File: src/rtl/consumer_display.sv
// Consumer stage: binary-to-BCD conversion of buffered words (sequential double-dabble)
// and time-multiplexed drive of an 8-digit active-low seven-segment display.
module consumer_display #(
  parameter int REFRESH_DIV = 50000,
  parameter int DATA_W      = 16
) (
  input  logic              clock,
  input  logic              reset,
  input  logic              data_valid,
  input  logic [DATA_W-1:0] data_in,
  input  logic [1:0]        module_sig,
  input  logic [2:0]        prog,
  output logic              busy,
  output logic [7:0]        an,
  output logic [7:0]        dec_ddp,
  output logic [1:0]        fsm_state
);

  localparam int RW = $clog2(REFRESH_DIV);
  localparam logic [RW-1:0] R_MAX = RW'(REFRESH_DIV - 1);

  typedef enum logic [1:0] {
    IDLE = 2'd0,
    CONV = 2'd1,
    DONE = 2'd2
  } state_t;

  state_t            state;
  logic [DATA_W-1:0] shift_r;
  logic [19:0]       bcd_r;
  logic [19:0]       disp_r;
  logic [3:0]        cnt;
  logic              pend_full;
  logic [DATA_W-1:0] pend_r;
  logic [19:0]       bcd_adj;

  logic [RW-1:0]     rcnt;
  logic [2:0]        idx;
  logic [3:0]        dig [8];
  logic [7:0]        vis;
  logic [7:0]        seg_next;

  assign busy      = (state != IDLE);
  assign fsm_state = state;

  // Add-3 correction applied to every nibble before the shift of each iteration.
  always_comb begin
    bcd_adj = bcd_r;
    for (int i = 0; i < 5; i++) begin
      if (bcd_r[4*i +: 4] >= 4'd5) bcd_adj[4*i +: 4] = bcd_r[4*i +: 4] + 4'd3;
    end
  end

  always_ff @(posedge clock or negedge reset) begin
    if (!reset) begin
      state     <= IDLE;
      shift_r   <= '0;
      bcd_r     <= '0;
      disp_r    <= '0;
      cnt       <= '0;
      pend_full <= 1'b0;
      pend_r    <= '0;
    end else begin
      case (state)
        IDLE: begin
          if (data_valid) begin
            shift_r <= data_in;
            bcd_r   <= '0;
            cnt     <= '0;
            state   <= CONV;
          end
        end
        CONV: begin
          bcd_r   <= {bcd_adj[18:0], shift_r[DATA_W-1]};
          shift_r <= {shift_r[DATA_W-2:0], 1'b0};
          cnt     <= cnt + 4'd1;
          if (cnt == 4'd15) state <= DONE;
          // Newest strobe wins; anything it overwrites is dropped.
          if (data_valid) begin
            pend_r    <= data_in;
            pend_full <= 1'b1;
          end
        end
        DONE: begin
          disp_r <= bcd_r;
          if (data_valid) begin
            shift_r   <= data_in;
            bcd_r     <= '0;
            cnt       <= '0;
            pend_full <= 1'b0;
            state     <= CONV;
          end else if (pend_full) begin
            shift_r   <= pend_r;
            bcd_r     <= '0;
            cnt       <= '0;
            pend_full <= 1'b0;
            state     <= CONV;
          end else begin
            state <= IDLE;
          end
        end
        default: state <= IDLE;
      endcase
    end
  end

  function automatic logic [7:0] seg_of(input logic [3:0] d);
    case (d)
      4'd0:    seg_of = 8'h03;
      4'd1:    seg_of = 8'h9F;
      4'd2:    seg_of = 8'h25;
      4'd3:    seg_of = 8'h0D;
      4'd4:    seg_of = 8'h99;
      4'd5:    seg_of = 8'h49;
      4'd6:    seg_of = 8'h41;
      4'd7:    seg_of = 8'h1F;
      4'd8:    seg_of = 8'h01;
      4'd9:    seg_of = 8'h09;
      default: seg_of = 8'hFF;
    endcase
  endfunction

  // A BCD digit is lit when it or any more significant digit is non-zero; units always lit.
  always_comb begin
    for (int i = 0; i < 8; i++) dig[i] = 4'd0;
    for (int i = 0; i < 5; i++) dig[i] = disp_r[4*i +: 4];
    vis    = 8'h00;
    vis[4] = (disp_r[19:16] != 4'd0);
    vis[3] = vis[4] | (disp_r[15:12] != 4'd0);
    vis[2] = vis[3] | (disp_r[11:8] != 4'd0);
    vis[1] = vis[2] | (disp_r[7:4] != 4'd0);
    vis[0] = 1'b1;
  end

  always_comb begin
    seg_next = 8'hFF;
    case (idx)
      3'd0, 3'd1, 3'd2, 3'd3, 3'd4: if (vis[idx]) seg_next = seg_of(dig[idx]);
      3'd6: seg_next = seg_of({1'b0, prog});
      3'd7: begin
        if (module_sig == 2'b01)      seg_next = 8'h71;
        else if (module_sig == 2'b11) seg_next = 8'hE1;
        else                          seg_next = 8'hFF;
      end
      default: seg_next = 8'hFF;
    endcase
  end

  // an and dec_ddp are registered from the same index, so they always switch together.
  always_ff @(posedge clock or negedge reset) begin
    if (!reset) begin
      rcnt    <= '0;
      idx     <= '0;
      an      <= 8'hFF;
      dec_ddp <= 8'hFF;
    end else begin
      an      <= ~(8'd1 << idx);
      dec_ddp <= seg_next;
      if (rcnt == R_MAX) begin
        rcnt <= '0;
        idx  <= idx + 3'd1;
      end else begin
        rcnt <= rcnt + RW'(1);
      end
    end
  end

endmodule

File: config.mk
export PLATFORM = sky130hd
export DESIGN_NAME = consumer_display
export DESIGN_NICKNAME = d
export VERILOG_FILES = /design/src/rtl/consumer_display.sv
export SDC_FILE = /design/constraint.sdc
export NUM_CORES = 1
export LEC_CHECK = 0
export CORE_AREA = 4 4 114 105
export DETAILED_ROUTE_END_ITERATION = 6
export DIE_AREA = 0 0 118 109
export PLACE_DENSITY = 0.75
export SETUP_SLACK_MARGIN = 0.5
export SLEW_MARGIN = 20
export SYNTH_ARGS = -nofsm -noshare
export SYNTH_HDL_FRONTEND = slang
export SYNTH_SLANG_ARGS = --single-unit
File: constraint.sdc
create_clock -name clock -period 5 [get_ports clock]
set_input_delay 0.75 -clock clock [delete_from_list [all_inputs] [get_ports clock]]
set_output_delay 0.75 -clock clock [all_outputs]
set_load 0.05 [all_outputs]
## Word-level counts from Yosys, hierarchy flattened

Memory sizes are Yosys's and may differ from the RTL's.
Cells that the tools add are included.

| word-level totals | value |
|---|---|
| register bits | 114 |
| bits in latches | 0 |
| memory bits (writable) | 0 |
| bits in read-only memories | 168 |
| input port bits | 24 |
| memories | 2 |

Memories:

| name | words | width | rd ports | clocked after memory_dff | write ports | line | RTL |
|---|---|---|---|---|---|---|---|
| (name not given) | 16 | 7 | 1 | 0 | 0 | 108 | `case (d)` |
| (name not given) | 8 | 7 | 1 | 0 | 0 | 108 |  |

| cells by class | value |
|---|---|
| $add $sub $neg | 8 |
| multipliers | 0 |
| div/mod/pow operators | 0 |
| $lt $le $gt $ge | 7 |
| eq/ne operators | 16 |
| shifts and indexed selects | 1 |
| mux-type cells | 34 |
| bitwise gates (word level) | 5 |
| reduce and logical (&&, ||, !) cells | 14 |

Operators by type and width:

| operator | number |
|---|---|
| 16-bit 2-to-1 mux | 4 |
| 20-bit 2-to-1 mux | 3 |
| 20-bit one-hot mux with 3 select lines | 1 |
| 16-bit one-hot mux with 3 select lines | 1 |
| 4-bit 2-to-1 mux | 9 |
| 8-bit one-hot mux with 3 select lines | 1 |
| 4-bit by 3-bit >= comparator with 1-bit output (second input constant) | 5 |
| 16-bit by 1-bit adder with 16-bit output (second input constant) | 1 |
| 4-bit by 2-bit adder with 4-bit output (second input constant) | 4 |
| 16-bit == test (second input constant) | 1 |
| 8-bit 2-to-1 mux | 2 |
| 4-bit nonzero test | 4 |
| 4-bit binary-select mux with 3-bit select | 1 |
| 4-bit one-hot mux with 3 select lines | 1 |
| 3-bit == test (second input constant) | 3 |
| 8-bit NOT | 1 |
| 1-bit by 3-bit << shifter with 8-bit output (first input constant) | 1 |
| 3-bit by 2-bit == test with 1-bit output (second input constant) | 2 |
| 2-bit != test (second input constant) | 3 |
| 2-bit one-hot mux with 3 select lines | 1 |
| 2-bit AND reduction | 3 |
| 5-bit 2-to-1 mux | 1 |
| 5-bit OR reduction | 1 |
| 4-bit by 1-bit adder with 4-bit output (second input constant) | 1 |
| 21 further kinds | 30 |

## Depth between registers and ports, before layout

Gate-level depths: netlist of run 1.

| logic depth | value |
|---|---|
| depth in word-level cells | 8 |
| depth in mapped cells | 10 |
| mapped depth without buffers | 9 |

## Worst setup path after synthesis of run 1

OpenSTA, ideal clock, no wires.

| path | value |
|---|---|
| path kind | register to register |
| start point | reg state[0] (netlist: fsm_state[0]) |
| end point | reg bcd_r[12] |
| setup time | 0.096 ns |
| arrival | 2.180 ns |
| required time | 4.904 ns |
| path slack | 2.724 ns |
| cell stages (with the launch flop) | 10 |
| clock period less this slack | 2.276 ns |
| cell sequence | dfrtp_1 -> inv_1 -> ha_1 -> buf_2 -> a21oi_1 -> o21bai_1 -> clkbuf_1 -> buf_1 -> nand2_1 -> o31ai_1 |

| between the ends | value |
|---|---|
| cells in the longest elaborated chain, start to end | 3 |

RTL lines:

| item | line | RTL |
|---|---|---|
| start: declaration | 28 | `state_t state;` |
| start signal: assignment | 56 | `state <= IDLE;` |
| start signal: assignment | 70 | `state <= CONV;` |
| start signal: assignment | 77 | `if (cnt == 4'd15) state <= DONE;` |
| 2-bit == test (tied with other cells) | 64 | `case (state)` |
| 3-bit != test (no line) (tied with other cells) | - |  |
| 3-bit AND reduction (no line) | - |  |
| end signal: assignment | 74 | `bcd_r <= {bcd_adj[18:0], shift_r[DATA_W-1]};` |
| end: declaration | 30 | `logic [19:0] bcd_r;` |

Parallel ways exist; a longest one is shown, timed or not.
A chain may end at the register's enable or synchronous reset.

## Final worst setup path of run 1

| path | value |
|---|---|
| start point | reg state[0] (netlist: fsm_state[0]) |
| end point | out busy |

| between the ends | value |
|---|---|
| cells in the longest elaborated chain, start to end | 1 |

RTL lines:

| item | line | RTL |
|---|---|---|
| 2-bit nonzero test | 43 | `assign busy = (state != IDLE);` |
| end: declaration | 13 | `output logic busy,` |

Every way passes these cells.

==> results of run 1 <==
kinds of logic after synthesis:
| kind of cell | Yosys count | share of synthesized area, % |
|---|---|---|
| buffers and inverters | 55 | 3.74 |
| adders and majority gates | 33 | 7.05 |
| and+or+nand+nor | 160 | 12.4 |
| muxes | 48 | 9.31 |
| DFF | 113 | 48.6 |
| other | 1 | 0.0640 |
| xor gates and xnor gates | 21 | 3.14 |
| AOI/OAI and AO/OA | 137 | 15.7 |
critical path: cells and delay by family (launching register included):
kind | cells | cell delay, ns
buffers and inverters | 3 | 1.00
flip-flops | 1 | 0.40
adder cells (fa/ha/maj) | 1 | 0.23
worst max-delay path by stage:
stage                     slack, ns                      from                    end
after CTS                      2.19  fsm_state[0]$_DFFE_PN0P_                   busy
after floorplan                2.72  fsm_state[0]$_DFFE_PN0P_  bcd_r[12]$_DFFE_PN0P_
after global placement         2.10                data_valid  bcd_r[18]$_DFFE_PN0P_
after detailed placement       2.07                data_valid  bcd_r[18]$_DFFE_PN0P_
after global routing           2.12  fsm_state[0]$_DFFE_PN0P_                   busy
final                          2.21  fsm_state[0]$_DFFE_PN0P_                   busy
area by class of cell:
class	instances	area (um^2)
clock buffer	21	480
tap	133	166
sequential	113	2850
fill	816	3740
inverter	28	105
multi-input combinational	400	2810
clock inverter	10	133
timing repair buffer	45	438
layer usage:
metal	part of all wire (%)	routed length, um
met5	0	0
met4	1.4	170
met3	4.1	492
met2	50	5950
met1	44	5260
synth_stat cells (2+ instances only):
cell,number
nor4_1,3
o21a_1,2
a22oi_1,16
o31ai_1,5
clkbuf_1,16
nand3_1,11
xnor2_1,10
xor2_1,11
dfrtp_1,98
nor3b_1,3
nor2b_1,6
o21ai_0,43
mux2_2,40
inv_1,26
a22o_1,25
mux2i_1,5
nand4_1,4
nand2_1,66
buf_1,5
nor2_1,41
inv_2,2
nor3_1,7
o21ai_2,2
a311o_1,2
and2_1,3
o211ai_1,3
and3_1,4
or2_1,2
dfstp_2,15
o21ai_1,4
mux2_1,2
a21oi_1,21
ha_1,33
buf_2,4
nand2b_1,5
buf_4,2
through the flow:
step / std cells / power [mW] / cell area (um^2)
2_1_floorplan: 568 / 1.68 / 5860
3_3_place_gp: 719 / 1.83 / 6360
3_5_place_dp: 719 / 1.87 / 6360
4_1_cts: 750 / 3.12 / 6970
5_1_grt: 750 / 3.26 / 6980
6_report: 750 / 3.10 / 6980
power breakdown:
part	internal, mW	total [mW]	switching (mW)
registers	1.09	1.20	0.110
logic	0.273	0.663	0.390
clock network	0.829	1.24	0.410
registers in the layout (all words and copies together), names as in the netlist:
| signal | cells |
|---|---|
| an | 8 |
| bcd_r | 20 |
| cnt | 4 |
| dec_ddp | 7 |
| disp_r | 20 |
| fsm_state | 2 |
| idx | 3 |
| pend_full | 1 |
| pend_r | 16 |
| rcnt | 16 |
| shift_r | 16 |
==> impl_metrics.ini, run 1 <==
[critical_path]
reg2reg_depth = 8
reg2reg_from = idx[2]$_DFFE_PN0N_
rrSetupSlack_ns = 2.35
path_class = register to output port
slowest_delay_ns = 0.81
cp.arrival_ns = 2.04
crit_required_ns = 4.25
reg2reg_to = dec_ddp[7]$_DFF_PN1_
end_kind = output port
crit_top_cell = inv_1
path_max_fanout = 4
crit_path_cell_trace = inv_1 -> ha_1 -> inv_1 -> clkdlybuf4s50_1
critPathLaunchType = register
slowest_stage = clkdlybuf4s50_1

[grt]
use_met2_pct = 35.0
grt_pass1_vias = 4462
gr-usage-met3_pct = 5.45
grt_usage_pct = 20.2
gr-usage-met1_pct = 24.4
top_usage_layer = met2
grt_max_degree = 75
antenna_found_initial = 0
grt_overflow = 0
grt_pass1_wl_mm = 20.9

[detailed_routing]
routed_via_density = 5.77
first_pass_iters = 4
num_vias = 4324
post_drt_wl_per_cell_um = 15.8
route.detailed.drc = 0
drt_wl_total_mm = 11.9
ant_nets = 0
dr.first_iter.drc_count = 273

[die]
ios = 43
core_area_um2 = 10700
die_h_um = 109
num_rows = 36
dieWidth_um = 118
die_area_um2 = 12900
start_util_pct = 54.7

[layout]
drive_gt1_share_pct = 16.5
syn_to_final_growth_pct = 19.1
final_net_count = 662
final_common_cell = dfrtp_1
post-route-util_pct = 65.1
antenna_cells = 0
final_cell_mix = dfrtp_1, nand2_1, o21ai_0

[placed_design]
hpwl_mm = 7.78
gp_congestion = 0.827
place_ws_ns = 2.07
io_buffers = 41

[sta]
period_needed_ns = 2.79
finalSetupTns_ns = 0
worstMarginPinSlew_ns = 0.924
min_period_over_period_pct = 55.8
setup_viol = 0
slew_headroom_pct = 38.4
finClkSkew_ns = 0.00986
setup_ws_ns = 2.21
holdWs_ns = 0.476
rsz0062_at_grt = false
max_freq_ghz = 0.359
finalHoldViolCount = 0
drv_slew = 0

[clock_tree]
clkSinkCount = 113
numCtsBuffers = 17
cts-htree-levels = 4
clk_latency_ns = 0.40
cts_tree = done
path_clk_slew_ns = 0.05
cts_root_buf = clkbuf_16
holdBufCountCts = 0
cts_setup_buffers = 0
ctsLongestPathBuffers = 2
ctsResizeCount = 0

[yosys]
ys_seq_elements = 113
syn-num-nets = 625
synth_ff_type = dfrtp_1
seq_area_frac_synth_pct = 48.6
syn_inst = 568
synth_area_um2 = 5860
yosys.area.top_type = dfrtp_1
synth_edf_count = 0
synth_area_leaders = dfrtp_1, mux2_2, ha_1
synth.top_cell.area_share_pct = 41.9
async_reset_ff_share_pct = 100
synth-warning-count = 0
ys_types = 57
syn_area_per_cell_um2 = 10.3

[flow_run]
maxCapViolCount = 0

[power_and_ir_drop]
powerDensity_nw_per_um2 = 444
power.leakage_nw = 3.08
vdd_drop_max_uv = 266

[outcome]
outcome = complete, no violations

[min_path]
hold_class = primary input to async pin
Note: power is estimated with default switching activity, not from simulation.
==> inputs of run 2 (changes only) <==
Settings changed: CORE_AREA 4 4 114 105 to 4 4 116 107, DIE_AREA 0 0 118 109 to 0 0 120 111.
Clock period 5 ns to 2.34 ns, I/O delays scaled along.
==> run 2 against run 1 <==
  * The flow now finishes with violations (hold timing)
  * Clock power up 83%
  * Critical path depth up 5
  * Global-route usage up 0.32 points
  * Combinational power up 140%
  * Total power up 110%
  * Clock skew down 0.0037 ns
  * Critical path type is now register to register
==> impl_metrics.ini, run 2 (same netlist as run 1, synthesis figures left out) <==
[sta]
setup_ws_ns = 0.176
slew_headroom_pct = 54.3
holdWs_ns = -0.0203
finalSetupTns_ns = 0
period_needed_ns = 2.16
rsz0062_at_grt = true
finalHoldViolCount = 22
min_period_over_period_pct = 92.5
max_freq_ghz = 0.462
finClkSkew_ns = 0.00621
worstMarginPinSlew_ns = 0.686
drv_slew = 0
setup_viol = 0

[die]
num_rows = 37
dieWidth_um = 120
ios = 43
core_area_um2 = 11200
die_h_um = 111
start_util_pct = 52.1
die_area_um2 = 13300

[power_and_ir_drop]
vdd_drop_max_uv = 678
power_frac_clock_pct = 35.6
swShare_pct = 32.0
p_sw_mw = 2.04
pwr-share-comb_pct = 24.4
power.leakage_nw = 3.28
powerDensity_nw_per_um2 = 857
internal-power_mw = 4.33
seqPwrFrac_pct = 40.0

[grt]
antenna_found_initial = 0
grt_usage_pct = 20.5
grt_pass1_vias = 4599
grt_max_degree = 53
grt_overflow = 0
grt_pass1_wl_mm = 22.3

[layout]
post-route-util_pct = 66.1
drive_gt1_share_pct = 27.5
final_common_cell = dfrtp_1
largestRegisters = bcd_r (20), disp_r (20)
stdcell_count = 814
fillers = 844
antenna_cells = 0
final_net_count = 702
multiInputGateArea_um2 = 2980
syn_to_final_growth_pct = 26.9
seq_area_um2 = 2850
final_cell_mix = dfrtp_1, nand2_1, o21ai_0

[clock_tree]
cts_root_buf = clkbuf_16
clk_latency_ns = 0.41
path_clk_slew_ns = 0.06
clkSinkCount = 113
cts-htree-levels = 4
cts_tree = done
holdBufCountCts = 0
ctsLongestPathBuffers = 2
numCtsBuffers = 17

[critical_path]
crit_path_cell_trace = buf_12 -> buf_4 -> o21ai_2 -> o21ai_2 -> buf_4 -> ha_1 -> or3_1 -> o311ai_2 -> o2111ai_1
crit_required_ns = 2.65
cp.arrival_ns = 2.48
startpoint = idx[2]$_DFFE_PN0N_
critPathLaunchType = register
rrSetupSlack_ns = 0.18
path_class = register to register
reg2reg_to = dec_ddp[7]$_DFF_PN1_
reg2reg_from = idx[2]$_DFFE_PN0N_
path_max_fanout = 5
end_kind = register
slowest_stage = dfrtp_2
slowest_delay_ns = 0.46
reg2reg_depth = 9

[placed_design]
gp_congestion = 0.860
io_buffers = 41
hpwl_mm = 8.24
place_ws_ns = 0.161
placed_cells = 754

[detailed_routing]
first_pass_iters = 4
route.detailed.drc = 0
routed_via_density = 5.61
post_drt_wl_per_cell_um = 16.8
num_vias = 4567
ant_nets = 0
dr.first_iter.drc_count = 408
drt_wl_total_mm = 13.6

[min_path]
hold_class = primary input to async pin

[outcome]
outcome = finished with violations
violations = hold timing

[flow_run]
maxCapViolCount = 0
-- run 2: cell count changes in the layout (fill, tap and decap cells not counted), moves of 5 or more --
cell / previous run / this run
buf_6: 0 / 7
dfrtp_2: 0 / 5
clkdlybuf4s50_1: 40 / 22
dlygate4sd2_1: 0 / 16
ha_1: 33 / 25
ha_2: 0 / 5
dfrtp_1: 98 / 93
buf_4: 5 / 35
-- run 2: power groups by stage --
stage / registers [mW] / clock network (mW) / logic, mW
2_1_floorplan: 2.60 / 0 / 1.02
3_3_place_gp: 2.56 / 0 / 1.45
3_5_place_dp: 2.57 / 0 / 1.51
4_1_cts: 2.54 / 2.30 / 1.53
5_1_grt: 2.60 / 2.40 / 1.72
6_report: 2.54 / 2.27 / 1.56
-- run 2: worst max-delay path by stage --
stage	slack [ns]	end
finish	0.18	dec_ddp[7]$_DFF_PN1_
global route	0.13	dec_ddp[3]$_DFF_PN1_
global placement	0.22	dec_ddp[6]$_DFF_PN1_
CTS	0.26	busy
detailed placement	0.16	dec_ddp[5]$_DFF_PN1_
floorplan	0.33	dec_ddp[7]$_DFF_PN1_
-- run 2: through the flow --
stage                     power [mW]  area, um^2
final                           6.37        7430
after floorplan                 3.61        5900
after global placement          4.01        6510
after detailed placement        4.08        6510
after global routing            6.71        7430
after CTS                       6.37        7350
-- run 2: layout make-up --
| type | instances | area share, % |
|---|---|---|
| clock buffer | 19 | 5.82 |
| clock inverter | 13 | 1.23 |
| inverter | 28 | 1.55 |
| multi-input combinational | 400 | 40.1 |
| sequential | 113 | 38.4 |
| tap | 156 | 2.63 |
| timing repair buffer | 85 | 10.3 |
-- run 2: worst max-delay path: cells and delay by family (launching register included) --
kind / cells / cell delay, ns
AOI/OAI and AO/OA: 4 / 0.53
adders and majority gates: 1 / 0.20
buffers and inverters: 3 / 0.45
DFF: 1 / 0.46
and+or+nand+nor: 1 / 0.41
-- run 2: routing by layer --
metal | track usage, % | vias to the layer above | part of all wire [%]
met4 | 8.55 | 0 | 2.9
met5 | 0 | - | 0
li1 | - | 2153 | -
met1 | 26.0 | 2214 | 42
met2 | 33.6 | 159 | 50
met3 | 4.80 | 41 | 5.5
-- run 2: timing repair --
item / CTS / global route
setup buffers: 24 / 4
pin swaps: 16 / 7
gates resized for setup: 57 / 19
setup endpoints to repair: 40 / 35
